<file path="src/rtl/cdb_arbiter_if.sv">
// ---------------------------------------------------------------------------
// cdb_arbiter_if
//   Bundles the signals between the functional-unit result ports, the
//   common-data-bus arbiter and the CDB consumers (ROB / reservation stations).
//
//   req_valid  [NUM_REQ]            FU i has a result pending
//   req_rob    [NUM_REQ*ROB_IDX_W]  ROB index of FU i result (slice i)
//   req_data   [NUM_REQ*DATA_W]     result value of FU i (slice i)
//   req_ready  [NUM_REQ]            FU i result taken at this clock edge
//   CDBisCastN / CDBrobNumN / CDBdataN  broadcast channel N (N = 1, 2)
//
//   master : FU / consumer side (drives requests, observes the CDB)
//   slave  : arbiter side
// ---------------------------------------------------------------------------
interface cdb_arbiter_if #(
  parameter int NUM_REQ   = 4,
  parameter int ROB_IDX_W = 6,
  parameter int DATA_W    = 32
);
  logic [NUM_REQ-1:0]           req_valid;
  logic [NUM_REQ*ROB_IDX_W-1:0] req_rob;
  logic [NUM_REQ*DATA_W-1:0]    req_data;
  logic [NUM_REQ-1:0]           req_ready;

  logic                         CDBisCast1;
  logic [ROB_IDX_W-1:0]         CDBrobNum1;
  logic [DATA_W-1:0]            CDBdata1;
  logic                         CDBisCast2;
  logic [ROB_IDX_W-1:0]         CDBrobNum2;
  logic [DATA_W-1:0]            CDBdata2;

  modport master (
    output req_valid, req_rob, req_data,
    input  req_ready,
    input  CDBisCast1, CDBrobNum1, CDBdata1,
    input  CDBisCast2, CDBrobNum2, CDBdata2
  );

  modport slave (
    input  req_valid, req_rob, req_data,
    output req_ready,
    output CDBisCast1, CDBrobNum1, CDBdata1,
    output CDBisCast2, CDBrobNum2, CDBdata2
  );
endinterface

</file>
<file path="src/rtl/cdb_arbiter.sv">
// ---------------------------------------------------------------------------
// cdb_arbiter
//   Shares the two common-data-bus broadcast channels between the functional
//   units completing into the ROB. Round-robin grants up to two completions
//   per cycle and drives registered one-cycle isCast pulses with robNum/data.
//   A cataclysm (branch mispredict flush) cancels grants for that cycle.
//
//   clk        clock, rising edge
//   rst_n      asynchronous active-low reset
//   cataclysm  pipeline flush
//   bus        cdb_arbiter_if.slave: FU request/ready handshake + CDB1/CDB2
// ---------------------------------------------------------------------------
module cdb_arbiter #(
  parameter int NUM_REQ   = 4,
  parameter int ROB_IDX_W = 6,
  parameter int ROB_DEPTH = 16,
  parameter int DATA_W    = 32
) (
  input  logic          clk,
  input  logic          rst_n,
  input  logic          cataclysm,
  cdb_arbiter_if.slave  bus
);

  localparam int PTR_W = (NUM_REQ > 1) ? $clog2(NUM_REQ) : 1;
  localparam logic [ROB_IDX_W-1:0] INVALID_TAG = ROB_IDX_W'(ROB_DEPTH);

  // Round-robin pointer and registered broadcast channels
  logic [PTR_W-1:0]     rr_ptr;
  logic                 cast1_p1, cast2_p1;
  logic [ROB_IDX_W-1:0] rob1_p1, rob2_p1;
  logic [DATA_W-1:0]    data1_p1, data2_p1;

  // A channel that pulsed this cycle must idle next cycle so consumers see a
  // fresh rising edge; the cooldown is therefore exactly the pulse register.
  logic cool1, cool2;
  assign cool1 = cast1_p1;
  assign cool2 = cast2_p1;

  // Grant-stage signals
  logic [NUM_REQ-1:0]   ready_p0;
  logic                 hit1_p0, hit2_p0, any_p0;
  logic [PTR_W-1:0]     idx1_p0, idx2_p0, last_p0, next_ptr_p0;
  logic [ROB_IDX_W-1:0] rob1_p0, rob2_p0;
  logic [DATA_W-1:0]    data1_p0, data2_p0;
  logic                 cast1_p0, cast2_p0;

  // A tag at or beyond ROB_DEPTH marks a result nobody listens for.
  function automatic logic tag_ok(input logic [ROB_IDX_W-1:0] rob);
    return ({1'b0, rob} < (ROB_IDX_W + 1)'(ROB_DEPTH));
  endfunction

  function automatic logic [PTR_W-1:0] ptr_inc(input logic [PTR_W-1:0] p);
    if (int'(p) >= NUM_REQ - 1)
      return '0;
    return p + 1'b1;
  endfunction

  // ---- stage p0: round-robin grant of free channels ----
  always_comb begin : grant_scan
    logic free1;
    logic free2;
    int   pos;
    ready_p0 = '0;
    hit1_p0  = 1'b0;
    hit2_p0  = 1'b0;
    idx1_p0  = '0;
    idx2_p0  = '0;
    last_p0  = rr_ptr;
    any_p0   = 1'b0;
    free1    = !cool1;
    free2    = !cool2;
    pos      = 0;
    if (rst_n && !cataclysm) begin
      for (int k = 0; k < NUM_REQ; k++) begin
        pos = int'(rr_ptr) + k;
        if (pos >= NUM_REQ)
          pos = pos - NUM_REQ;
        if (bus.req_valid[pos]) begin
          // The first requester found takes the lowest-numbered free channel.
          if (free1) begin
            free1         = 1'b0;
            hit1_p0       = 1'b1;
            idx1_p0       = PTR_W'(pos);
            ready_p0[pos] = 1'b1;
            last_p0       = PTR_W'(pos);
            any_p0        = 1'b1;
          end else if (free2) begin
            free2         = 1'b0;
            hit2_p0       = 1'b1;
            idx2_p0       = PTR_W'(pos);
            ready_p0[pos] = 1'b1;
            last_p0       = PTR_W'(pos);
            any_p0        = 1'b1;
          end
        end
      end
    end
    rob1_p0     = bus.req_rob[int'(idx1_p0)*ROB_IDX_W +: ROB_IDX_W];
    rob2_p0     = bus.req_rob[int'(idx2_p0)*ROB_IDX_W +: ROB_IDX_W];
    data1_p0    = bus.req_data[int'(idx1_p0)*DATA_W +: DATA_W];
    data2_p0    = bus.req_data[int'(idx2_p0)*DATA_W +: DATA_W];
    // Invalid-tag grants consume the slot but raise no pulse and no cooldown.
    cast1_p0    = hit1_p0 && tag_ok(rob1_p0);
    cast2_p0    = hit2_p0 && tag_ok(rob2_p0);
    next_ptr_p0 = ptr_inc(last_p0);
  end

  assign bus.req_ready = ready_p0;

  // ---- stage p1: registered CDB broadcast ----
  always_ff @(posedge clk or negedge rst_n) begin
    if (!rst_n) begin
      rr_ptr   <= '0;
      cast1_p1 <= 1'b0;
      cast2_p1 <= 1'b0;
      rob1_p1  <= INVALID_TAG;
      rob2_p1  <= INVALID_TAG;
      data1_p1 <= '0;
      data2_p1 <= '0;
    end else if (cataclysm) begin
      // Flush: drop pulses and cooldowns, keep fairness position and data.
      cast1_p1 <= 1'b0;
      cast2_p1 <= 1'b0;
      rob1_p1  <= INVALID_TAG;
      rob2_p1  <= INVALID_TAG;
    end else begin
      cast1_p1 <= cast1_p0;
      cast2_p1 <= cast2_p0;
      rob1_p1  <= cast1_p0 ? rob1_p0 : INVALID_TAG;
      rob2_p1  <= cast2_p0 ? rob2_p0 : INVALID_TAG;
      if (cast1_p0)
        data1_p1 <= data1_p0;
      if (cast2_p0)
        data2_p1 <= data2_p0;
      if (any_p0)
        rr_ptr <= next_ptr_p0;
    end
  end

  assign bus.CDBisCast1 = cast1_p1;
  assign bus.CDBrobNum1 = rob1_p1;
  assign bus.CDBdata1   = data1_p1;
  assign bus.CDBisCast2 = cast2_p1;
  assign bus.CDBrobNum2 = rob2_p1;
  assign bus.CDBdata2   = data2_p1;

endmodule
</file>
<file path="src/flat_wrapper.sv">
// flat-port wrapper written by rule: the top's interface ports become plain ports
module cdb_arbiter_flat 
#(
  parameter int NUM_REQ   = 4,
  parameter int ROB_IDX_W = 6,
  parameter int ROB_DEPTH = 16,
  parameter int DATA_W    = 32
)
  (clk, rst_n, cataclysm, bus_req_valid, bus_req_rob, bus_req_data, bus_req_ready, bus_CDBisCast1, bus_CDBrobNum1, bus_CDBdata1, bus_CDBisCast2, bus_CDBrobNum2, bus_CDBdata2);
  cdb_arbiter_if #(.NUM_REQ(NUM_REQ), .ROB_IDX_W(ROB_IDX_W), .DATA_W(DATA_W)) bus_i ();
  input  logic clk;
  input  logic rst_n;
  input  logic cataclysm;
  input wire logic [$bits(bus_i.req_valid)-1:0] bus_req_valid;
  input wire logic [$bits(bus_i.req_rob)-1:0] bus_req_rob;
  input wire logic [$bits(bus_i.req_data)-1:0] bus_req_data;
  output wire logic [$bits(bus_i.req_ready)-1:0] bus_req_ready;
  output wire logic [$bits(bus_i.CDBisCast1)-1:0] bus_CDBisCast1;
  output wire logic [$bits(bus_i.CDBrobNum1)-1:0] bus_CDBrobNum1;
  output wire logic [$bits(bus_i.CDBdata1)-1:0] bus_CDBdata1;
  output wire logic [$bits(bus_i.CDBisCast2)-1:0] bus_CDBisCast2;
  output wire logic [$bits(bus_i.CDBrobNum2)-1:0] bus_CDBrobNum2;
  output wire logic [$bits(bus_i.CDBdata2)-1:0] bus_CDBdata2;
  assign bus_i.req_valid = bus_req_valid;
  assign bus_i.req_rob = bus_req_rob;
  assign bus_i.req_data = bus_req_data;
  assign bus_req_ready = bus_i.req_ready;
  assign bus_CDBisCast1 = bus_i.CDBisCast1;
  assign bus_CDBrobNum1 = bus_i.CDBrobNum1;
  assign bus_CDBdata1 = bus_i.CDBdata1;
  assign bus_CDBisCast2 = bus_i.CDBisCast2;
  assign bus_CDBrobNum2 = bus_i.CDBrobNum2;
  assign bus_CDBdata2 = bus_i.CDBdata2;
  cdb_arbiter #(.NUM_REQ(NUM_REQ), .ROB_IDX_W(ROB_IDX_W), .ROB_DEPTH(ROB_DEPTH), .DATA_W(DATA_W)) u_core (.clk(clk), .rst_n(rst_n), .cataclysm(cataclysm), .bus(bus_i));
endmodule
</file>
<file path="config.mk">
export PLATFORM = sky130hd
export DESIGN_NAME = cdb_arbiter_flat
export DESIGN_NICKNAME = d
export VERILOG_FILES = /design/src/rtl/cdb_arbiter_if.sv /design/src/rtl/cdb_arbiter.sv /design/src/flat_wrapper.sv
export SDC_FILE = /design/constraint.sdc
export NUM_CORES = 1
export LEC_CHECK = 0
export ABC_AREA = 1
export CAP_MARGIN = 0
export CORE_ASPECT_RATIO = 0.8
export CORE_UTILIZATION = 50
export DETAILED_ROUTE_END_ITERATION = 8
export PLACE_DENSITY_LB_ADDON = 0.1
export SYNTH_ARGS = -nofsm -noshare
export SYNTH_HDL_FRONTEND = slang
export SYNTH_SLANG_ARGS = --single-unit
</file>
<file path="constraint.sdc">
create_clock -name clk -period 4 [get_ports clk]
set_input_delay 0.8 -clock clk [delete_from_list [all_inputs] [get_ports clk]]
set_output_delay 0.8 -clock clk [all_outputs]
set_load 0.03 [all_outputs]
</file>
# Yosys cells after proc, flatten, opt, wreduce, memory -nomap -nowiden
# Cells that the tools add are included.
dict set report word_totals {
  ff_bits 80
  in_bits 159
  out_inout_bits 82
  word_cells 192
}
dict set report classes {
  add_sub_neg 8
  multipliers 2
  order_cmp 15
  shift 4
  muxes 139
  bitwise 4
  n_reduce_logical 13
}
# cell count
set ops {}
lappend ops {{$mux W32} 8}
lappend ops {{$shiftx A128 B8 Y32} 2}
lappend ops {{$ge A32 B1 Y1 const B} 4}
lappend ops {{$lt A32 B4 Y1 const B} 4}
lappend ops {{$ge A32 B4 Y1 const B} 3}
lappend ops {{$sub A32 B4 Y32 const B} 3}
lappend ops {{$mux W2} 37}
lappend ops {{$mux W1} 66}
lappend ops {{$mux W4} 16}
lappend ops {{$shiftx A24 B32 Y6} 2}
lappend ops {{$mux W6} 4}
lappend ops {{$lt A6 B5 Y1 const B} 2}
lappend ops {{$or A4 B4 Y4} 3}
lappend ops {{$bmux W1 S2} 4}
lappend ops {{$demux W1 S2} 4}
lappend ops {{$mul A2 B2 Y4 const B} 2}
lappend ops {{$logic_and A1 B1 Y1} 7}
lappend ops {{$add A2 B2 Y3 const B} 2}
lappend ops {{$reduce_and A2 Y1} 3}
lappend ops {{$sub A2 B3 Y4 const B} 1}
lappend ops {{$add A2 B1 Y3 const B} 1}
lappend ops {{$ge A2 B3 Y1 const B} 1}
lappend ops {{$logic_not A1 Y1} 3}
lappend ops {{$add A2 B1 Y2 const B} 1}
lappend ops {{2 further kinds} 2}

# Depth between registers and ports, before layout
dict set report logic_depth {
  depth_word 26
  mapped_depth 21
  depth_no_buf 19
}

# Worst setup path before layout
# No wires, ideal clock.
dict set report synth_path {
  kind {reg2out}
  startpoint {register u_core.rr_ptr[1]}
  endpoint {output port bus_req_ready[0]}
  t_arrival_ns 2.471
  required_ns 3.200
  slack_ns 0.729
  path_stages_with_launch 13
  path_buffers 0
  path_cell_list {dfrtp_1 inv_2 ha_1 inv_1 nand2_1 nand2_2 inv_2 nand2_4 a21oi_1 inv_1 nor2_1 a221oi_1 a21oi_1}
}
dict set report synth_between {
  elab_chain_cells 26
  word_cells_on_any_way 84
  classes_between {add/sub (7); order compare (12); mux (58); bitwise (3); reduce/logical (4)}
}
# item line
set synth_lines {}
lappend synth_lines {{start, declared} cdb_arbiter.sv:29} ;# logic [PTR_W-1:0] rr_ptr;
lappend synth_lines {{start signal, assigned} cdb_arbiter.sv:137} ;# rr_ptr <= next_ptr_p0;
lappend synth_lines {{branches (longest 24 deep; another with $sub A32 B4 Y32)} -}
lappend synth_lines {{$mux W4 *} cdb_arbiter.sv:79} ;# if (bus.req_valid[pos]) begin
lappend synth_lines {{$mux W4 *} cdb_arbiter.sv:74} ;# if (rst_n && !cataclysm) begin
lappend synth_lines {{end, declared} flat_wrapper.sv:17} ;# output wire logic [$bits(bus_i.req_ready)-1:0] bus_req_ready;
# Mark *: on every way between the ends. The select of a mux whose other input is x is not followed.

# Worst setup path in the final report
dict set report layout_path {
  startpoint {input port bus_req_valid[3]}
  endpoint {output port bus_req_ready[3]}
}
dict set report layout_between {
  elab_chain_cells 20
  word_cells_on_any_way 43
  classes_between {mux (40); bitwise (3)}
}
# item line
set layout_lines {}
lappend layout_lines {{start, declared} flat_wrapper.sv:14} ;# input wire logic [$bits(bus_i.req_valid)-1:0] bus_req_valid;
lappend layout_lines {{$bmux W1 S2} cdb_arbiter.sv:79}
lappend layout_lines {{$mux W1 (implied by the code) (2 in series)} cdb_arbiter.sv:79}
lappend layout_lines {{$mux W4} cdb_arbiter.sv:79}
lappend layout_lines {{$mux W4} cdb_arbiter.sv:74}
lappend layout_lines {{$or A4 B4 Y4 (no source line)} -}
lappend layout_lines {{$mux W4} cdb_arbiter.sv:88} ;# end else if (free2) begin
lappend layout_lines {{$mux W4} cdb_arbiter.sv:81} ;# if (free1) begin
lappend layout_lines {{$mux W4} cdb_arbiter.sv:79}
lappend layout_lines {{[3 not listed]} -}
lappend layout_lines {{$mux W4} cdb_arbiter.sv:81}
lappend layout_lines {{$mux W4} cdb_arbiter.sv:79}
lappend layout_lines {{$mux W4} cdb_arbiter.sv:74}
lappend layout_lines {{$or A4 B4 Y4 (no source line)} -}
lappend layout_lines {{$mux W4} cdb_arbiter.sv:88}
lappend layout_lines {{$mux W4} cdb_arbiter.sv:81}
lappend layout_lines {{$mux W4 *} cdb_arbiter.sv:79}
lappend layout_lines {{$mux W4 *} cdb_arbiter.sv:74}
# Every way passes the cells marked *; elsewhere a longest branch is shown, timed or not. The select of a mux whose other input is x is not followed.

==> impl_metrics.xml <==
<?xml version="1.0" encoding="UTF-8"?>
<metrics>
  <group name="setup_path">
    <metric name="critical_path_buf_inv_count" unit="">5</metric>
    <metric name="r2r_cells" unit="">17</metric>
    <metric name="timing.critical_path.to_type" unit="">primary output</metric>
    <metric name="critical_path.startpoint" unit="">bus_req_valid[3]</metric>
    <metric name="worstReg2RegEnd" unit="">u_core.bus.CDBdata2[26]</metric>
    <metric name="crit-reg2reg-launch" unit="">u_core.rr_ptr[0]</metric>
    <metric name="critical-path-slowest-cell" unit="">sky130_fd_sc_hd__clkdlybuf4s50_1</metric>
    <metric name="critical_path_peak_fanout" unit="">6</metric>
    <metric name="critPathArrivalTime" unit="ns">2.93</metric>
    <metric name="setup.reg_to_reg.worst_slack" unit="ns">0.80</metric>
    <metric name="timing_worst_setup_path_type" unit="">input port to primary output</metric>
    <metric name="critical-path-max-stage-delay" unit="ns">0.45</metric>
    <metric name="critPathRequiredTime" unit="ns">3.20</metric>
    <metric name="cp.depth" unit="">14</metric>
    <metric name="critical_path.startpoint_type" unit="">input port</metric>
    <metric name="crit_end" unit="">bus_req_ready[3]</metric>
    <metric name="timing.critical_path.max_delay_family" unit="">buffers and inverters</metric>
    <metric name="timing.critical_path.mode_cell" unit="">sky130_fd_sc_hd__inv_1</metric>
    <metric name="cell_by_cell_trace_of_the_critical_path" unit="">clkdlybuf4s50_1 -&gt; inv_1 -&gt; nand2_1 -&gt; nand3_2 -&gt; nand2_4 -&gt; nand2_1 -&gt; nand2_2 -&gt; inv_1 -&gt; o21ai_0 -&gt; inv_1 -&gt; nor2_1 -&gt; a221oi_1 -&gt; a21oi_1 -&gt; buf_4</metric>
  </group>
  <group name="finish">
    <metric name="nets" unit="">1471</metric>
    <metric name="utilization" unit="">0.734</metric>
    <metric name="layout_commonest_cell" unit="">sky130_fd_sc_hd__nand2_1</metric>
    <metric name="n_fill_cell" unit="">1084</metric>
    <metric name="layout-drive-gt1-share" unit="">0.0802</metric>
    <metric name="fin_area" unit="µm²">9610</metric>
    <metric name="num_antenna_cells" unit="">0</metric>
    <metric name="flow.area_growth_from_synthesis" unit="%">40.4</metric>
    <metric name="layout_common_cells" unit="">sky130_fd_sc_hd__nand2_1, sky130_fd_sc_hd__clkdlybuf4s50_1, sky130_fd_sc_hd__inv_1, sky130_fd_sc_hd__nand4_1, sky130_fd_sc_hd__nand3_1</metric>
    <metric name="finalNonFillerCells" unit="">1484</metric>
  </group>
  <group name="floorplan">
    <metric name="start_util" unit="">0.523</metric>
    <metric name="dieWidth" unit="µm">133</metric>
    <metric name="rows" unit="">37</metric>
    <metric name="core" unit="µm²">13100</metric>
    <metric name="floorplan.die.height" unit="µm">107</metric>
    <metric name="area_enclosed_by_the_die_boundary" unit="µm²">14200</metric>
    <metric name="boundaryPins" unit="">241</metric>
  </group>
  <group name="power_and_ir_drop">
    <metric name="p_total" unit="mW">7.08</metric>
    <metric name="power.density" unit="nW/µm²">737</metric>
    <metric name="ir_worst_vdd" unit="V">0.000723</metric>
    <metric name="leakagePower" unit="nW">5.03</metric>
  </group>
  <group name="cts">
    <metric name="htreeDepth" unit="">3</metric>
    <metric name="cts-resized-gates" unit="">0</metric>
    <metric name="postCtsSetupRepairBufs" unit="">0</metric>
    <metric name="clk-insertion-delay-late" unit="ns">0.35</metric>
    <metric name="cts.clk_slew.worst_paths" unit="ns">0.06</metric>
    <metric name="clock_sinks" unit="">80</metric>
    <metric name="cts_buf_count" unit="">9</metric>
    <metric name="cts_tree" unit="">built</metric>
    <metric name="clk_root_buffer_cell" unit="">sky130_fd_sc_hd__clkbuf_16</metric>
    <metric name="cts-hold-fix-buffers" unit="">0</metric>
    <metric name="cts_buffer_depth" unit="">2</metric>
  </group>
  <group name="logic_synthesis">
    <metric name="synth-seq-cells" unit="">80</metric>
    <metric name="synth.area.top_cells" unit="">sky130_fd_sc_hd__dfrtp_1, sky130_fd_sc_hd__nand2_1, sky130_fd_sc_hd__nand4_1</metric>
    <metric name="synth_seq_area_share" unit="">0.293</metric>
    <metric name="synth_cells" unit="">1102</metric>
    <metric name="synthDominantCellAreaShare" unit="">0.285</metric>
    <metric name="yosysTopAreaCell" unit="">sky130_fd_sc_hd__dfrtp_1</metric>
    <metric name="synth_cell_type_count" unit="">36</metric>
    <metric name="yosys_warnings" unit="">0</metric>
    <metric name="syn_avg_cell_area" unit="µm²">6.22</metric>
    <metric name="synth_area" unit="µm²">6850</metric>
  </group>
  <group name="routing">
    <metric name="drtAntennaViolNets" unit="">0</metric>
    <metric name="wirelength" unit="mm">23.8</metric>
    <metric name="drc" unit="">0</metric>
    <metric name="route.vias.total" unit="">8141</metric>
    <metric name="wl_per_cell" unit="µm">16.1</metric>
    <metric name="routed_via_count_divided_by_cell_count" unit="">5.49</metric>
    <metric name="drt_first_iter_violations" unit="">832</metric>
    <metric name="detail_route.first_pass.iterations" unit="">7</metric>
  </group>
  <group name="flow_run">
    <metric name="timing.max_cap.violations" unit="">0</metric>
  </group>
  <group name="timing">
    <metric name="period_needed" unit="ns">3.73</metric>
    <metric name="final.setup.tns" unit="ns">0</metric>
    <metric name="fmaxAchievable" unit="MHz">268</metric>
    <metric name="maxSlewHeadroom" unit="">0.297</metric>
    <metric name="final_hold_viol_count" unit="">0</metric>
    <metric name="timing_max_transition_violations_final" unit="">0</metric>
    <metric name="final.setup_skew" unit="ns">0.00873</metric>
    <metric name="final_setup_fails" unit="">0</metric>
    <metric name="rsz0062_at_grt" unit="">no</metric>
    <metric name="whs" unit="ns">0.480</metric>
    <metric name="period_share" unit="">0.932</metric>
    <metric name="timing_worst_slew_pin_value" unit="ns">1.05</metric>
    <metric name="final.setup.worst_slack" unit="ns">0.274</metric>
  </group>
  <group name="run_status">
    <metric name="run_status" unit="">finished clean</metric>
  </group>
  <group name="grt">
    <metric name="met3_usage_in_global_routing" unit="">0.0704</metric>
    <metric name="groute.layer.met1.usage" unit="">0.444</metric>
    <metric name="groute.usage.overall" unit="">0.344</metric>
    <metric name="grt_antenna_before_repair" unit="">0</metric>
    <metric name="grt_start_max_net_pins" unit="">105</metric>
    <metric name="fraction_of_met2_tracks_used_by_global_routing" unit="">0.560</metric>
    <metric name="global_route.overflow_total" unit="">0</metric>
    <metric name="grt_pass1_wl" unit="mm">38.4</metric>
    <metric name="first_global_vias" unit="">7597</metric>
    <metric name="gr-max-usage-layer" unit="">met2</metric>
  </group>
  <group name="placement">
    <metric name="gp_congestion" unit="">0.939</metric>
    <metric name="detailed_place_hpwl" unit="mm">16.9</metric>
    <metric name="placed_cell_area" unit="µm²">9340</metric>
    <metric name="place_inst" unit="">1468</metric>
    <metric name="port_buffers" unit="">240</metric>
    <metric name="place_worst_setup_slack" unit="ns">0.205</metric>
  </group>
  <group name="hold_path">
    <metric name="instance_count_along_the_most_critical_hold_path" unit="">2</metric>
    <metric name="min-delay-path-class" unit="">flop to flop</metric>
  </group>
</metrics>
worst min-delay path: stages (launching register included):
cell and delay [ns]:
sky130_fd_sc_hd__dfrtp_1 0.34, sky130_fd_sc_hd__nand2_1 0.05, sky130_fd_sc_hd__nand2_1 0.05
worst min path at each step:
stage	start	to	slack [ns]
after global placement	u_core.bus.CDBdata2[11]	u_core.bus.CDBdata2[11]	0.46
after global routing	u_core.bus.CDBdata1[29]	u_core.bus.CDBdata1[29]	0.51
after floorplan	rst_n	u_core.bus.CDBdata1[0]	0.50
after detailed placement	u_core.bus.CDBdata2[27]	u_core.bus.CDBdata2[27]	0.46
after CTS	u_core.bus.CDBdata2[27]	u_core.bus.CDBdata2[27]	0.48
final	u_core.bus.CDBdata2[27]	u_core.bus.CDBdata2[27]	0.48
cell type report:
type | count | area, µm² | share of cell area
clock buffer | 11 | 233 | 0.0242
sequential | 80 | 2000 | 0.208
tap | 175 | 219 | 0.0228
clock inverter | 5 | 33.8 | 0.00351
timing repair buffer | 270 | 2640 | 0.275
multi-input combinational | 780 | 3870 | 0.403
inverter | 163 | 612 | 0.0636
per-layer routing:
layer  vias up  routed length (µm)  share of wire
li1       3985                   -              -
met1      3659                9740           0.41
met2       450               11000           0.46
met3        47                2500           0.10
met4         0                 648          0.027
met5         -                   0              0
sequential cells by signal (all words and copies together) (netlist names):
name and count:
u_core.bus.CDBdata1 32, u_core.bus.CDBdata2 32, u_core.bus.CDBrobNum1 6, u_core.bus.CDBrobNum2 6
u_core.rr_ptr 2, u_core.bus.CDBisCast1 1, u_core.bus.CDBisCast2 1
kinds of logic (layout without fill, tap and decap cells):
group,Yosys count,count (layout),share of synthesized area
buf+inv,243,449,0.151
flops,80,80,0.293
simple gates,636,636,0.424
other cells,1,2,0.000548
fa+ha+maj,8,8,0.0146
compound gates,134,134,0.117
report_power, final:
group | internal [mW] | switching (mW) | leakage (nW)
combinational | 1.71 | 3.29 | 3.88
sequential | 1.12 | 0.192 | 1.02
clock | 0.420 | 0.348 | 0.126
total | 3.25 | 3.83 | 5.03
synth_stat cells, drive strengths merged:
| library cell | n |
|---|---|
| o41ai | 1 |
| a221oi | 4 |
| nor2 | 29 |
| clkbuf | 21 |
| o22ai | 1 |
| o211ai | 36 |
| a31oi | 2 |
| nand3 | 104 |
| ha | 8 |
| o21ai | 42 |
| conb | 1 |
| o31ai | 1 |
| inv | 163 |
| nand2 | 405 |
| o21bai | 2 |
| and3 | 1 |
| dfstp | 2 |
| dfrtp | 78 |
| a21oi | 44 |
| nand4 | 96 |
| nor3 | 1 |
| a21boi | 1 |
| buf | 59 |
Note: power is estimated with default switching activity, not from simulation.
